===== src/rtl/paddle_quad_encoder_pkg.sv =====
// Shared types for the paddle-to-quadrature encoder: FSM states, phase codes and
// small arithmetic helpers.
package paddle_quad_encoder_pkg;

    typedef enum logic [1:0] {
        StSync,
        StIdle,
        StMove
    } enc_state_e;

    // {A,B} codes in step-up order
    localparam logic [1:0] PhaseS0 = 2'b00;
    localparam logic [1:0] PhaseS1 = 2'b10;
    localparam logic [1:0] PhaseS2 = 2'b11;
    localparam logic [1:0] PhaseS3 = 2'b01;

    function automatic logic [1:0] phase_next(input logic [1:0] phase, input logic up);
        logic [1:0] nxt;
        nxt = phase;
        case (phase)
            PhaseS0: nxt = up ? PhaseS1 : PhaseS3;
            PhaseS1: nxt = up ? PhaseS2 : PhaseS0;
            PhaseS2: nxt = up ? PhaseS3 : PhaseS1;
            default: nxt = up ? PhaseS0 : PhaseS2;
        endcase
        return nxt;
    endfunction

    // Magnitude of the 9-bit signed difference a - b.
    function automatic logic [8:0] pos_dist(input logic [7:0] a, input logic [7:0] b);
        logic signed [8:0] diff;
        logic [8:0]        mag;
        diff = $signed({1'b0, a}) - $signed({1'b0, b});
        mag  = diff[8] ? 9'(-diff) : 9'(diff);
        return mag;
    endfunction

endpackage


===== src/rtl/paddle_quad_encoder_if.sv =====
// Sample input and quadrature output bundle of the paddle encoder; the source
// drives the master side, the encoder sits on the slave side.
interface paddle_quad_encoder_if;
    logic       enable;
    logic [7:0] pos_in;
    logic       pos_valid;
    logic       quad_a;
    logic       quad_b;
    logic [7:0] cur_pos;
    logic       busy;

    modport master (
        output enable, pos_in, pos_valid,
        input  quad_a, quad_b, cur_pos, busy
    );

    modport slave (
        input  enable, pos_in, pos_valid,
        output quad_a, quad_b, cur_pos, busy
    );
endinterface


===== src/rtl/paddle_quad_encoder_quad_phase_gen.sv =====
// Two-bit Gray-coded phase register; each step pulse advances one position in
// the chosen direction, so only one of A/B ever toggles per step.
module paddle_quad_encoder_quad_phase_gen
    import paddle_quad_encoder_pkg::*;
(
    input  logic clk_sys,
    input  logic reset,
    input  logic step,
    input  logic up,
    output logic quad_a,
    output logic quad_b
);

    logic [1:0] phase_q, phase_d;

    always_comb begin
        phase_d = phase_q;
        if (step) begin
            phase_d = phase_next(phase_q, up);
        end
    end

    always_ff @(posedge clk_sys or posedge reset) begin
        if (reset) begin
            phase_q <= PhaseS0;
        end else begin
            phase_q <= phase_d;
        end
    end

    assign quad_a = phase_q[1];
    assign quad_b = phase_q[0];

endmodule


===== src/rtl/paddle_quad_encoder.sv =====
// Converts absolute paddle samples into a rate-limited quadrature stream that
// walks an internal position toward the latest target.
module paddle_quad_encoder
    import paddle_quad_encoder_pkg::*;
#(
    parameter int unsigned CLKDIV   = 5500,
    parameter int unsigned DEADBAND = 1,
    parameter int unsigned INVERT   = 0
) (
    input logic                  clk_sys,
    input logic                  reset,
    paddle_quad_encoder_if.slave bus
);

    localparam logic [15:0] TickLast  = 16'(CLKDIV - 1);
    localparam logic [8:0]  DbLim     = 9'(DEADBAND);
    localparam logic        InvertBit = (INVERT != 0);

    enc_state_e  state_q, state_d;
    logic [7:0]  cur_q, cur_d;
    logic [7:0]  target_q, target_d;
    logic [15:0] tick_q, tick_d;
    logic        step;
    logic        step_up;

    always_comb begin
        state_d  = state_q;
        cur_d    = cur_q;
        target_d = target_q;
        tick_d   = tick_q;
        step     = 1'b0;
        step_up  = (target_q > cur_q);

        if (!bus.enable) begin
            state_d = StSync;
            tick_d  = '0;
        end else begin
            case (state_q)
                StSync: begin
                    if (bus.pos_valid) begin
                        target_d = bus.pos_in;
                        cur_d    = bus.pos_in;
                        state_d  = StIdle;
                    end
                end
                StIdle: begin
                    if (bus.pos_valid) begin
                        target_d = bus.pos_in;
                        if (pos_dist(bus.pos_in, cur_q) > DbLim) begin
                            state_d = StMove;
                            tick_d  = '0;
                        end
                    end
                end
                StMove: begin
                    if (bus.pos_valid) begin
                        target_d = bus.pos_in;
                    end
                    if (tick_q == TickLast) begin
                        tick_d = '0;
                        // The step follows the registered target; stepping toward it
                        // can never leave 0..255, which gives the saturation.
                        if (target_q != cur_q) begin
                            step  = 1'b1;
                            cur_d = step_up ? cur_q + 8'd1 : cur_q - 8'd1;
                        end
                        if (pos_dist(target_d, cur_d) <= DbLim) begin
                            state_d = StIdle;
                        end
                    end else begin
                        tick_d = tick_q + 16'd1;
                    end
                end
                default: state_d = StSync;
            endcase
        end
    end

    always_ff @(posedge clk_sys or posedge reset) begin
        if (reset) begin
            state_q  <= StSync;
            cur_q    <= '0;
            target_q <= '0;
            tick_q   <= '0;
        end else begin
            state_q  <= state_d;
            cur_q    <= cur_d;
            target_q <= target_d;
            tick_q   <= tick_d;
        end
    end

    paddle_quad_encoder_quad_phase_gen u_quad_phase_gen (
        .clk_sys (clk_sys),
        .reset   (reset),
        .step    (step),
        .up      (step_up ^ InvertBit),
        .quad_a  (bus.quad_a),
        .quad_b  (bus.quad_b)
    );

    assign bus.cur_pos = cur_q;
    assign bus.busy    = (state_q == StMove);

endmodule


===== src/flat_wrapper.sv =====
// flat-port wrapper written by rule: the top's interface ports become plain ports
module paddle_quad_encoder_flat import paddle_quad_encoder_pkg::*;
#(
    parameter int unsigned CLKDIV   = 5500,
    parameter int unsigned DEADBAND = 1,
    parameter int unsigned INVERT   = 0
)
  (clk_sys, reset, bus_enable, bus_pos_in, bus_pos_valid, bus_quad_a, bus_quad_b, bus_cur_pos, bus_busy);
  paddle_quad_encoder_if bus_i ();
  input logic clk_sys;
  input logic reset;
  input wire logic [$bits(bus_i.enable)-1:0] bus_enable;
  input wire logic [$bits(bus_i.pos_in)-1:0] bus_pos_in;
  input wire logic [$bits(bus_i.pos_valid)-1:0] bus_pos_valid;
  output wire logic [$bits(bus_i.quad_a)-1:0] bus_quad_a;
  output wire logic [$bits(bus_i.quad_b)-1:0] bus_quad_b;
  output wire logic [$bits(bus_i.cur_pos)-1:0] bus_cur_pos;
  output wire logic [$bits(bus_i.busy)-1:0] bus_busy;
  assign bus_i.enable = bus_enable;
  assign bus_i.pos_in = bus_pos_in;
  assign bus_i.pos_valid = bus_pos_valid;
  assign bus_quad_a = bus_i.quad_a;
  assign bus_quad_b = bus_i.quad_b;
  assign bus_cur_pos = bus_i.cur_pos;
  assign bus_busy = bus_i.busy;
  paddle_quad_encoder #(.CLKDIV(CLKDIV), .DEADBAND(DEADBAND), .INVERT(INVERT)) u_core (.clk_sys(clk_sys), .reset(reset), .bus(bus_i));
endmodule

===== config.mk =====
export PLATFORM = sky130hd
export DESIGN_NAME = paddle_quad_encoder_flat
export DESIGN_NICKNAME = d
export VERILOG_FILES = /design/src/rtl/paddle_quad_encoder_pkg.sv /design/src/rtl/paddle_quad_encoder_if.sv /design/src/rtl/paddle_quad_encoder_quad_phase_gen.sv /design/src/rtl/paddle_quad_encoder.sv /design/src/flat_wrapper.sv
export SDC_FILE = /design/constraint.sdc
export NUM_CORES = 1
export LEC_CHECK = 0
export BUFFER_PORTS_ARGS = -buffer_cell sky130_fd_sc_hd__buf_2
export CORE_ASPECT_RATIO = 1.75
export CORE_UTILIZATION = 62
export CTS_CLUSTER_SIZE = 10
export DETAILED_ROUTE_END_ITERATION = 6
export GPL_ROUTABILITY_DRIVEN = 1
export PLACE_DENSITY = 0.92
export RECOVER_POWER = 50
export SETUP_SLACK_MARGIN = 0.4
export SLEW_MARGIN = 20
export SYNTH_ARGS = -nofsm -noshare
export SYNTH_HDL_FRONTEND = slang
export SYNTH_SLANG_ARGS = --single-unit
export TNS_END_PERCENT = 5

===== constraint.sdc =====
create_clock -name clk_sys -period 6.9 [get_ports clk_sys]
set_input_delay 1.38 -clock clk_sys [delete_from_list [all_inputs] [get_ports clk_sys]]
set_output_delay 1.38 -clock clk_sys [all_outputs]
set_load 0.01 [all_outputs]

# Yosys cells after proc, flatten, opt, wreduce, memory -nomap -nowiden
# Cells that the tools add are included.
[op_classes]
add_sub_neg = 7
magnitude_cmp = 3
n_reduce_logical = 9
n_eq_ne = 14
muxes = 35
[ops]
columns = ["operator", "n"]
rows = [
  ["$mux W8", 10],
  ["$mux W16", 4],
  ["$pmux W16 S2", 1],
  ["$pmux W8 S2", 2],
  ["$mux W2", 10],
  ["$mux W9", 2],
  ["$neg A9 Y9", 2],
  ["$sub A8 B8 Y9", 2],
  ["$add A16 B1 Y16 const B", 1],
  ["$eq A16 B13 Y1 const B", 1],
  ["$pmux W2 S3", 2],
  ["$gt A9 B1 Y1 const B", 1],
  ["$le A9 B1 Y1 const B", 1],
  ["$ne A3 B2 Y1 const B", 3],
  ["$add A8 B1 Y8 const B", 1],
  ["$gt A8 B8 Y1", 1],
  ["$ne A8 B8 Y1", 1],
  ["$sub A8 B1 Y8 const B", 1],
  ["$eq A2 B2 Y1 const B", 3],
  ["$ne A3 B3 Y1 const B", 2],
  ["$reduce_and A5 Y1", 1],
  ["$logic_not A2 Y1", 2],
  ["$mux W1", 4],
  ["$reduce_and A4 Y1", 1],
  ["other kinds (8)", 9],
]
[word_totals]
input_bits = 12
word_cells = 73
output_inout_bits = 11
register_bits = 36

# Depth between registers and ports, before layout
# Gate-level depths: netlist (run 1).
[depth]
ltp_word = 14
mapped_depth = 27
ltp_nobuf = 27

# By module
# A second synthesis (run 1) with hierarchy kept.
[hier_totals]
cells_unflattened = 459
hier_area_um2 = 3712.3
[modules_own_cells]
columns = ["module", "seq_area_each_um2", "area_per_inst_um2", "n_inst", "cells_each"]
rows = [
  ["paddle_quad_encoder", 850.8, 3617.2, 1, 451],
  ["paddle_quad_encoder_quad_phase_gen", 50.0, 95.1, 1, 8],
]

# Least setup slack after synthesis (run 1)
# Ideal clock, no wire load.
[synth_path]
path_type = "reg2reg"
start = "reg u_core.cur_q[1] (netlist: u_core.bus.cur_pos[1])"
end = "reg u_core.state_q[1]"
period_less_slack_ps = 5096
stages_incl_launch_ff = 27
t_required_ps = 6774
path_slack_ps = 1804
t_arrival_ps = 4970
n_path_buf = 0
setup_ps = 126
cell_sequence = "dfrtp_1 > inv_1 > ha_1 > nor2b_1 > o21a_1 > o21a_1 > o21ai_0 > nand2b_1 > a21oi_1 > o21ai_1 > nand2_1 > ha_1 > a21oi_1 > inv_1 > a21oi_1 > xnor2_1 > a21oi_1 > ha_1 > a21oi_2 > xnor2_1 > xnor2_2 > nor3b_2 > o21ba_1 > a2111o_1 > o221ai_2 > nand3_2 > o311a_1"
[synth_between]
elab_chain_len = 12
elab_cells_between_ends = 20
cone_classes = "add/sub: 6; order compare: 3; eq/ne: 3; mux: 7; reduce/logical: 1"
[synth_rtl]
columns = ["element", "line_no", "text"]
rows = [
  ["start: declaration", "paddle_quad_encoder.sv:20", "logic [7:0] cur_q, cur_d;"],
  ["start signal: assignment", "paddle_quad_encoder.sv:87", "cur_q <= cur_d;"],
  ["$sub A8 B1 Y8 (tied with other cells)", "paddle_quad_encoder.sv:65", "cur_d = step_up ? cur_q + 8'd1 : cur_q - 8'd1;"],
  ["$mux W8", "paddle_quad_encoder.sv:65", ""],
  ["$mux W8", "paddle_quad_encoder.sv:63", "if (target_q != cur_q) begin"],
  ["$mux W8", "paddle_quad_encoder.sv:59", "if (tick_q == TickLast) begin"],
  ["$mux W8", "paddle_quad_encoder.sv:38", "case (state_q)"],
  ["$mux W8", "paddle_quad_encoder.sv:34", "if (!bus.enable) begin"],
  ["$sub A8 B8 Y9", "paddle_quad_encoder_pkg.sv:33", "diff = $signed({1'b0, a}) - $signed({1'b0, b});"],
  ["$neg A9 Y9", "paddle_quad_encoder_pkg.sv:34", "mag = diff[8] ? 9'(-diff) : 9'(diff);"],
  ["$mux W9", "paddle_quad_encoder_pkg.sv:34", ""],
  ["$le A9 B1 Y1", "paddle_quad_encoder.sv:67", "if (pos_dist(target_d, cur_d) <= DbLim) begin"],
  ["$ne A3 B2 Y1 (no line)", "--", ""],
  ["$reduce_and A5 Y1 (no line) *", "--", ""],
  ["end signal: assignment", "paddle_quad_encoder.sv:81", "state_q <= StSync;"],
  ["end signal: assignment", "paddle_quad_encoder.sv:86", "state_q <= state_d;"],
  ["end: declaration", "paddle_quad_encoder.sv:19", "enc_state_e state_q, state_d;"],
]
# Every way passes the cells marked *; elsewhere a longest branch is shown, timed or not. The select of a mux whose other input is x is not followed.
# A chain may end at the register's enable or synchronous reset.

# Worst setup path after layout (run 1)
# Same ends and word-level chain as after synthesis.

==> impl_metrics.yaml, run 1 <==
clock_network:
  clk_pin_slew_ps: 80
  cts_buffer_depth: 2
  clock_latency_ps: 310
  cts_sinks: 36
  cts_tree: "built"
  post_cts_hold_buffer_count: 0
  cts_made_buffers: 5
  buffer_count_from_post_cts_setup_fixing: 0
  cts.root.buffer_cell: "sky130_fd_sc_hd__clkbuf_8"
  cts_max_level: 2
  cts.repair.resized: 0
synthesis:
  synth-seq-cells: 36
  synth.most_common_cell: "sky130_fd_sc_hd__dfrtp_1"
  synthesized_instance_count: 408
  synth_top_cell_by_area: "sky130_fd_sc_hd__dfrtp_1"
  ys_seq_area_frac: 0.262
  yosys_warnings: 0
  post_synth_most_frequent_cells: "sky130_fd_sc_hd__dfrtp_1 (36), sky130_fd_sc_hd__nor2_1 (34), sky130_fd_sc_hd__nand2_1 (32), sky130_fd_sc_hd__o21ai_0 (32), sky130_fd_sc_hd__ha_1 (31)"
  ys_types: 65
  netlist_top_cells_area: "sky130_fd_sc_hd__dfrtp_1 (26%), sky130_fd_sc_hd__ha_1 (11%), sky130_fd_sc_hd__o21ai_0 (4.6%), sky130_fd_sc_hd__mux2_2 (3.9%), sky130_fd_sc_hd__a21oi_1 (3.8%)"
  area_of_the_mapped_netlist_um2: 3440
  synth_top_cell_area_share: 0.262
  synth_async_sr_flop_share: 1.00
  synth_top_flop_cell: "sky130_fd_sc_hd__dfrtp_1"
  synth_edf_count: 0
  mappedNetlistNets: 454
  postSynthAreaPerCell_um2: 8.44
layout:
  nNetsFinal: 476
  register_cell_area_after_layout_um2: 901
  diodes: 0
  area_delta_synth_final_pct: 8.17
  fillers: 405
  final_layout_size_suffix_gt1_frac: 0.128
  multi_input_comb_area_um2: 2400
place:
  preCtsSetupSlack_ps: 1310
  port_buffers: 22
  gp_weighted_congestion: 0.928
  dp_hpwl_um: 6820
floorplan:
  floorplan.io_pins: 23
  initial_core_util: 0.650
  die_x_um: 58.3
  die-area_um2: 5870
  die_height_um: 101
  row_count: 35
  core_region_area_um2: 5300
setup_path:
  cp.arrival_ps: 5890
  worstPathMaxFanout: 7
  required_time_of_the_critical_path_ps: 7080
  timing.setup.critical_path_class: "flip-flop to flip-flop"
  worst-r2r-cell-count: 27
  critical_path.endpoint_type: "flip-flop"
  worst_setup_path_start_kind: "flip-flop"
global_routing:
  first_pass_grt_wire_length_um: 14700
  overflow: 0
  grt_pass1_vias: 3254
  antenna_found_initial: 0
  pin_count_of_the_biggest_net_entering_global_routing: 37
  grtUsageTotal: 0.323
sta:
  post_route_clock_skew_ps: 8.98
  final.setup.tns_ps: 0
  setup_repair_after_global_routing_missed_its_margin: "false"
  setup_violations: 0
  timing.final.crit_period_ps: 5700
  clock.fmax_mhz: 175
  timing.final.crit_share: 0.827
  worst_slew_margin_relative_to_its_limit: -0.328
  measured_slew_at_the_worst_slew_check_pin_ps: 1990
  final-max-slew-violation-count: 37
  finalWorstSetupSlack_ps: 1200
  report.final.hold_viol_count: 0
drt:
  routed-via-count: 3211
  drt_wl_total_um: 8840
  drt_drc_violations_left: 0
  drt_iter0_drc: 166
  post_drt_via_cell_ratio: 6.36
  dr.pass1.iters: 4
  route.antenna.remaining_nets: 0
  routedWlPerCell_um: 17.5
hold_path:
  timing.hold.worst.class: "flip-flop to flip-flop"
  timing.hold.worst_path_depth: 1
outcome:
  failing_checks: "capacitance limit, slew limit"
  status: "finished with violations"
run:
  max_cap_violations: 1
path summary, 6_finish.rpt:
check,endpoint,startpoint,slack [ps]
worst max-delay path,u_core.state_q[1],u_core.bus.cur_pos[1],1200
worst min-delay path,u_core.tick_q[7],u_core.tick_q[7],520
worst max register to register,u_core.state_q[1],u_core.bus.cur_pos[1],1200
worst min register to register,u_core.tick_q[7],u_core.tick_q[7],520
max in group asynchronous,u_core.tick_q[6],reset,3970
min in group asynchronous,u_core.u_quad_phase_gen.phase_q[0],reset,1780
cell families after synthesis:
group,synth area share
compound gates,0.238
mux,0.0479
flops,0.262
xor+xnor,0.0770
simple gates,0.198
fa+ha+maj,0.137
buf+inv,0.0403
per-layer routing:
layer | vias up | track usage | wire (um)
met5 | - | 0 | 0
met2 | 114 | 0.585 | 4780
li1 | 1539 | - | -
met4 | 0 | 0.187 | 449
met1 | 1515 | 0.343 | 3220
met3 | 43 | 0.0488 | 392
metrics by stage:
stage	utilization	hold slack, ps	instances	area [um^2]
after global placement	0.685	481	497	3630
after detailed placement	0.685	495	497	3630
after global routing	0.703	520	505	3730
after floorplan	-	452	408	3440
final	0.703	522	505	3730
after CTS	0.705	508	505	3740
area by class of cell:
class	count	share of cell area
clock buffer	6	0.0195
clock inverter	2	0.00940
inverter	26	0.0262
multi-input combinational	336	0.645
sequential	36	0.242
tap	74	0.0248
timing repair buffer	25	0.0329
sequential cells by signal, indices dropped and copies added (netlist names):
| signal | flops |
|---|---|
| u_core.tick_q | 16 |
| u_core.bus.cur_pos | 8 |
| u_core.target_q | 8 |
| u_core.state_q | 2 |
| u_core.u_quad_phase_gen.phase_q | 2 |
worst max-delay path: stages (launching register included):
cell	delay, ps
sky130_fd_sc_hd__dfrtp_1	410
sky130_fd_sc_hd__inv_1	140
sky130_fd_sc_hd__ha_1	330
sky130_fd_sc_hd__nor2b_1	130
sky130_fd_sc_hd__o21a_1	150
sky130_fd_sc_hd__o21a_1	150
sky130_fd_sc_hd__o21ai_0	140
sky130_fd_sc_hd__nand2b_1	70
sky130_fd_sc_hd__a21oi_1	140
sky130_fd_sc_hd__o21ai_1	170
sky130_fd_sc_hd__nand2_1	310
sky130_fd_sc_hd__ha_1	290
sky130_fd_sc_hd__a21oi_1	200
sky130_fd_sc_hd__inv_1	70
sky130_fd_sc_hd__a21oi_1	170
sky130_fd_sc_hd__xnor2_1	140
sky130_fd_sc_hd__a21oi_1	100
sky130_fd_sc_hd__ha_1	420
sky130_fd_sc_hd__o21a_1	160
sky130_fd_sc_hd__o31a_1	170
sky130_fd_sc_hd__o21ai_0	110
sky130_fd_sc_hd__a21oi_2	230
sky130_fd_sc_hd__xnor2_2	150
sky130_fd_sc_hd__xor2_1	420
sky130_fd_sc_hd__nand3_1	200
sky130_fd_sc_hd__o21ai_1	180
sky130_fd_sc_hd__nand3_2	110
sky130_fd_sc_hd__o311a_1	300
cells in the final DEF, fill, tap and decap left out, drive strengths merged, types with 3 or more instances in the layout:
cell     n
o21ai   42
dfrtp   36
nor2    34
nand2   32
ha      31
a21oi   28
inv     26
buf     19
nand3   15
xor2    13
xnor2   13
mux2    12
clkbuf  12
o21a     8
nor3     8
o211ai   8
nor2b    7
and3     6
nor4b    5
o31ai    5
or2      5
a21o     4
a31oi    4
nand4    4
nand2b   3
and4     3
o31a     3
mux2i    3
nor4     3
fa       3
Power of run 1 is left out: the tool's default activity adds up to more than one toggle a clock period on the data nets, which glitch-free logic cannot reach.
==> run 2, diff against run 1 <==
CORE_UTILIZATION = 56   (was 62)
PLACE_DENSITY = 0.89   (was 0.92)
clock period = 4.8 ns   (was 6.9 ns; I/O delays follow)
==> impl_metrics.yaml, run 2 (synthesis gave the netlist of run 1 again) <==
layout:
  registers.top_by_ff_count: "u_core.tick_q"
  largest_reg_flops: 16
  area_delta_synth_final_pct: 19.7
  nNetsFinal: 499
  post-route-cell-area_um2: 4120
  most_common_library_cell_in_the_layout_ignoring_fill_and_taps: "sky130_fd_sc_hd__dfrtp_1"
  final_layout_size_suffix_gt1_frac: 0.244
  finalCoreUtilization: 0.696
  most-common-layout-cells: "sky130_fd_sc_hd__dfrtp_1 (35), sky130_fd_sc_hd__nor2_1 (34), sky130_fd_sc_hd__nand2_1 (31), sky130_fd_sc_hd__o21ai_0 (29)"
  diodes: 0
place:
  port_buffers: 22
  area_after_detailed_placement_um2: 3810
  preCtsSetupSlack_ps: -80.9
  dp_hpwl_um: 7130
  gp_weighted_congestion: 0.952
floorplan:
  die_x_um: 61.3
  die_height_um: 106
  row_count: 37
  initial_core_util: 0.581
  die-area_um2: 6480
  core_region_area_um2: 5930
  floorplan.io_pins: 23
sta:
  measured_slew_at_the_worst_slew_check_pin_ps: 1970
  clock.fmax_mhz: 201
  final-max-slew-violation-count: 37
  timing.final.crit_period_ps: 4980
  setup_violations: 2
  finalWorstSetupSlack_ps: -185
  setup_repair_after_global_routing_missed_its_margin: "true"
  timing.final.crit_share: 1.04
  report.final.hold_viol_count: 0
  worst_slew_margin_relative_to_its_limit: -0.316
  post_route_clock_skew_ps: 12.1
global_routing:
  grt_pass1_vias: 3405
  first_pass_grt_wire_length_um: 15500
  pin_count_of_the_biggest_net_entering_global_routing: 37
  antenna_found_initial: 0
  grtUsageTotal: 0.318
  overflow: 0
drt:
  dr.pass1.iters: 5
  drt_drc_violations_left: 0
  post_drt_via_cell_ratio: 6.54
  routed-via-count: 3479
  route.antenna.remaining_nets: 0
  routedWlPerCell_um: 19.1
  drt_iter0_drc: 245
  drt_wl_total_um: 10200
outcome:
  status: "finished with violations"
  failing_checks: "capacitance limit, slew limit, setup timing"
setup_path:
  critical_path.endpoint: "u_core.state_q[1]"
  cp_slowest_cell: "sky130_fd_sc_hd__fa_2"
  critical_path.endpoint_type: "flip-flop"
  timing.reg2reg.setup_slack_ps: -180
  required_time_of_the_critical_path_ps: 4980
  max_stage_delay_ps: 430
  setup.worst_path.start: "u_core.target_q[1]"
  timing.setup.critical_path_class: "flip-flop to flip-flop"
  worst_setup_path_start_kind: "flip-flop"
  reg2reg_from: "u_core.target_q[1]"
  cp.arrival_ps: 5170
  worstPathMaxFanout: 5
  cp_cell_sequence: "ha_4, nor2b_1, o21a_1, o21a_1, o21ai_1, nand2b_1, a21oi_2, o21ai_2, nand2_4, fa_2, a211oi_2, o21ai_0, a21oi_1, xor2_1, nor2_1, a21oi_2, ha_2, nor4b_1, a211o_1, xor2_2, a41oi_1, o21ai_2, nand3_2, o311a_1"
  regToRegEndpoint: "u_core.state_q[1]"
  worst-r2r-cell-count: 24
clock_network:
  cts_max_level: 2
  cts_tree: "built"
  cts_buffer_depth: 2
  cts_made_buffers: 5
  clock_latency_ps: 300
  cts.root.buffer_cell: "sky130_fd_sc_hd__clkbuf_8"
  cts_sinks: 36
  clk_pin_slew_ps: 80
  post_cts_hold_buffer_count: 0
hold_path:
  timing.hold.worst.class: "flip-flop to flip-flop"
  hold_path.startpoint: "u_core.tick_q[15]"
run:
  max_cap_violations: 1
## run 2: cell count changes in the layout (fill, tap and decap cells not counted), sizes merged
cell      before  now
buf           19   43
bufinv         1    0
clkinv         1    0
clkinvlp       0    1
## run 2: final cells by class
type	instances	area, um^2
inverter	26	100
multi-input combinational	336	2630
tap	78	97.6
sequential	36	902
fill	482	1800
timing repair buffer	48	297
clock buffer	7	86.3
clock inverter	1	7.51
## run 2: per-layer routing
metal / wire, um / vias up / global-route usage / part of all wire
met3: 579 / 52 / 0.0687 / 0.057
met2: 5510 / 148 / 0.551 / 0.54
met1: 3650 / 1689 / 0.351 / 0.36
li1: - / 1590 / - / -
met4: 409 / 0 / 0.148 / 0.040
met5: 0 / - / 0 / 0
## run 2: how the worst min path moves through the flow
stage | endpoint | slack, ps | depth (start not counted)
finish | u_core.tick_q[15] | 510 | 1
global route | u_core.tick_q[15] | 530 | 1
CTS | u_core.tick_q[7] | 510 | 1
detailed placement | u_core.tick_q[7] | 490 | 1
global placement | u_core.tick_q[7] | 480 | 1
floorplan | u_core.tick_q[15] | 450 | 1
## run 2: worst max-delay path, delay by kind of cell (launching register included)
kind | cells | cell delay (ps)
compound gates | 13 | 2040
fa+ha+maj | 3 | 1090
simple gates | 6 | 990
flops | 1 | 420
xor+xnor | 2 | 310
## run 2: repair_timing
item,4_1_cts,5_1_grt
hold endpoints to repair,0,0
pin swaps,12,17
setup endpoints to repair,2,2
resized for setup,7,18
buffers inserted,5,5
## run 2: through the flow
stage	hold WS, ps	TNS [ps]	cells
after global placement	480	0	514
after floorplan	452	0	408
after CTS	505	0	527
after global routing	527	-494	532
after detailed placement	494	-80.9	514
final	509	-216	532
Power of run 2 is left out for the same reason.
